[config.mk]
export PLATFORM = sky130hd
export DESIGN_NAME = branch_comparator
export DESIGN_NICKNAME = d
export VERILOG_FILES = /design/src/rtl/branch_comparator.sv
export SDC_FILE = /design/constraint.sdc
export NUM_CORES = 1
export LEC_CHECK = 0
export BUFFER_PORTS_ARGS = -buffer_cell sky130_fd_sc_hd__buf_2
export CAP_MARGIN = 0
export CORE_MARGIN = 1.5
export CORE_UTILIZATION = 39
export DETAILED_ROUTE_END_ITERATION = 10
export PLACE_DENSITY = 0.74
export REMOVE_ABC_BUFFERS = 1
export SLEW_MARGIN = 20
export SYNTH_ARGS = -nofsm -noshare
export SYNTH_HDL_FRONTEND = slang
export SYNTH_SLANG_ARGS = --single-unit
[constraint.sdc]
create_clock -name CLK -period 2.42 [get_ports CLK]
set_input_delay 0.484 -clock CLK [delete_from_list [all_inputs] [get_ports CLK]]
set_output_delay 0.484 -clock CLK [all_outputs]
set_load 0.1 [all_outputs]
[src/rtl/branch_comparator.sv]
// Registered branch/jump condition evaluator for the 16-bit core's PC-select path.
// Optional macro BRANCH_CMP_UNSIGNED_EN builds the BLTU/BGEU comparators; otherwise opcodes 2/3 return 0.
module branch_comparator #(
  parameter int WIDTH = 16
) (
  input  logic             CLK,
  input  logic             RST_N,
  input  logic [WIDTH-1:0] FirstInput,
  input  logic [WIDTH-1:0] SecondInput,
  input  logic [2:0]       OPCode,
  output logic             BranchComparison
);

  localparam logic [2:0] OP_BNE  = 3'd0;
  localparam logic [2:0] OP_BGE  = 3'd1;
  localparam logic [2:0] OP_BLTU = 3'd2;
  localparam logic [2:0] OP_BGEU = 3'd3;
  localparam logic [2:0] OP_BEQ  = 3'd4;
  localparam logic [2:0] OP_BLT  = 3'd5;
  localparam logic [2:0] OP_JAL  = 3'd6;
  localparam logic [2:0] OP_JALR = 3'd7;

  logic take_d;
  logic take_q;
  logic eq;
  logic lt_signed;

  assign eq        = (FirstInput == SecondInput);
  assign lt_signed = ($signed(FirstInput) < $signed(SecondInput));

`ifdef BRANCH_CMP_UNSIGNED_EN
  logic lt_unsigned;
  assign lt_unsigned = (FirstInput < SecondInput);
`endif

  always_comb begin
    take_d = 1'b0;
    case (OPCode)
      OP_BNE:  take_d = ~eq;
      OP_BGE:  take_d = ~lt_signed;
`ifdef BRANCH_CMP_UNSIGNED_EN
      OP_BLTU: take_d = lt_unsigned;
      OP_BGEU: take_d = ~lt_unsigned;
`else
      OP_BLTU: take_d = 1'b0;
      OP_BGEU: take_d = 1'b0;
`endif
      OP_BEQ:  take_d = eq;
      OP_BLT:  take_d = lt_signed;
      OP_JAL:  take_d = 1'b1;
      OP_JALR: take_d = 1'b1;
      default: take_d = 1'b0;
    endcase
  end

  // Reset wins over every opcode, jumps included, and drops any pending result.
  always_ff @(posedge CLK) begin
    if (!RST_N) take_q <= 1'b0;
    else        take_q <= take_d;
  end

  assign BranchComparison = take_q;

endmodule

==> results.json <==
{
  "power.density_mw_per_mm2": 193,
  "syn_to_final_growth_pct": 38.9,
  "grt_pass1_wl_mm": 1.70,
  "max_slew_margin_pct": 68.1,
  "hold_class": "in -> reg",
  "first_pass_iters": 4,
  "synthCells": 67,
  "initial_core_util_pct": 41.3,
  "synth_area_leaders": "ha_1 38%, inv_1 12%, nand4_4 4.1%",
  "status": "complete, no violations",
  "critPathRequiredTime_ns": 2.28,
  "layout.cells.non_filler": 119,
  "rsz0062_at_grt": "false",
  "final.setup.tns_ns": 0,
  "gp_congestion": 0.659,
  "drt-initial-drc-count": 2,
  "port-buffer-count": 37,
  "worstSetupPathType": "in -> reg",
  "place_area_um2": 728,
  "critPathLaunch": "SecondInput[15]",
  "post-route-util_pct": 57.4,
  "period_minus_slack_ns": 2.20,
  "min_period_over_period_pct": 91.1,
  "holdCritStartpoint": "OPCode[0]",
  "muxShareOfSynthArea_pct": 1.91,
  "num_rows": 13,
  "tightestPinTransition_ns": 0.482,
  "synth_fa_ha_area_share_pct": 38.2,
  "synth_largest_area_cell": "ha_1",
  "dp_cells": 119,
  "drive_above_1_share_pct": 40.4,
  "ir_drop_mv": 0.0796,
  "cts_hold_buf": 0,
  "start_kind": "primary input",
  "yosysUniqueCellTypes": 24,
  "arrival_ns": 2.07,
  "grt_remaining_overflow": 0,
  "fmaxAchievable_ghz": 0.454,
  "endpoint": "BranchComparison$_SDFF_PN0_",
  "die-height_um": 39.7,
  "synth-compound-area-share_pct": 21.2,
  "dp_hpwl_mm": 1.02,
  "core_area_mm2": 0.00127,
  "vias": 583,
  "ys_ff_latch": 1,
  "cp-end-kind": "register",
  "finalSetupViolCount": 0,
  "antenna_found_initial": 0,
  "die-area_mm2": 0.00157,
  "n_antenna_cell": 0,
  "grtUsageTotal_pct": 15.0,
  "synth-simple-area-share_pct": 22.7,
  "final-max-slew-violation-count": 0,
  "die_w_um": 39.7,
  "synth-xor-area-share_pct": 0,
  "largest_reg_flops": 1,
  "ys_seq_area_share_pct": 3.82,
  "fillers": 135,
  "avgSynthCellArea_um2": 7.82,
  "yosysWarningCount": 0,
  "via_per_inst": 4.90,
  "final_hold_viol_count": 0,
  "synth_top_family_by_area": "adder cells",
  "clkTransAtPathRegs_ns": 0,
  "cp_max_fo": 4,
  "cts_resized": 0,
  "p_leak_nw": 0.467,
  "postRouteAntennaNets": 0,
  "grt_pass1_vias": 450,
  "fin_nets": 159,
  "grt_max_degree": 6,
  "routed_wl_mm": 1.06,
  "fin_area_um2": 728,
  "hold_slack_ns": 0.804,
  "io_pins": 38,
  "drc_errors": 0,
  "synth_top_area_share_pct": 38.2,
  "max_cap_violations": 0,
  "syn-cell-area_um2": 524,
  "wl_per_cell_um": 8.92,
  "post_cts_buffers": 0
}
## worst max-delay path, cell delays in order
cell      delay (ns)
buf_2           0.07
inv_1           0.03
ha_1            0.33
nand4_2         0.14
nor4_2          0.33
o21ai_1         0.15
and3_1          0.21
a41oi_2         0.19
o311ai_1        0.12
## through the flow
step                worst slack (ns)  total power [mW]
floorplan                      0.475            0.0972
global placement               0.313             0.139
detailed placement             0.232             0.142
CTS                            0.219             0.143
global route                  0.0354             0.158
finish                         0.215             0.140
## cell families after synthesis
family / Yosys count
AO/OA/AOI/OAI: 16
multiplexers: 1
flip-flops: 1
adder cells (fa/ha/maj): 16
buffers and inverters: 17
AND/OR/NAND/NOR: 16
## report_power, final
| part | internal (mW) | switching [mW] | leakage [nW] |
|---|---|---|---|
| Combinational | 0.0566 | 0.0647 | 0.459 |
| Sequential | 0.0188 | 0.000296 | 0.00836 |
| Clock | 0 | 0 | 0 |
| Total | 0.0754 | 0.0650 | 0.467 |
## cells in the mapped netlist
cell type	n
a31oi_1	3
a21oi_1	4
o21ai_0	2
dfxtp_1	1
a41oi_2	1
o211a_1	1
nand2_1	5
o21ai_1	1
nor2b_1	1
nor2_1	2
nand3b_1	1
a22oi_1	1
inv_1	17
nor4_2	1
mux2i_1	1
a21o_1	2
nand4_4	1
nand4_2	1
nand4_1	1
and3_1	1
and4b_1	1
o311ai_1	1
and3b_2	1
ha_1	16
## layout make-up
| type | instances | area [µm²] | area share (%) |
|---|---|---|---|
| timing repair buffer | 37 | 185 | 25.4 |
| inverter | 17 | 63.8 | 8.76 |
| tap | 15 | 18.8 | 2.58 |
| sequential | 1 | 20.0 | 2.75 |
| multi-input combinational | 49 | 440 | 60.5 |
## worst min path at each step
stage	to	slack, ns	depth (start not counted)
floorplan	BranchComparison$_SDFF_PN0_	0.64	2
global placement	BranchComparison$_SDFF_PN0_	0.79	3
detailed placement	BranchComparison$_SDFF_PN0_	0.81	3
CTS	BranchComparison$_SDFF_PN0_	0.81	3
finish	BranchComparison$_SDFF_PN0_	0.80	3
global route	BranchComparison$_SDFF_PN0_	0.82	3
## cell usage in the layout (no fill, tap or decap), types with 2 or more instances in the layout
| master | netlist | final |
|---|---|---|
| buf_2 | 0 | 37 |
| inv_1 | 17 | 17 |
| ha_1 | 16 | 16 |
| nand2_1 | 5 | 5 |
| a21oi_1 | 4 | 4 |
| a31oi_1 | 3 | 3 |
| o21ai_0 | 2 | 2 |
| nor2_1 | 2 | 2 |
| a21o_1 | 2 | 2 |
## metal layers
metal	GRT usage (%)	up-vias	wire, µm
met5	0	-	0
met4	0	0	0
met3	0	0	79
met2	29.9	21	499
met1	18.3	248	482
li1	-	314	-
Power figures use the tool's default switching activity.
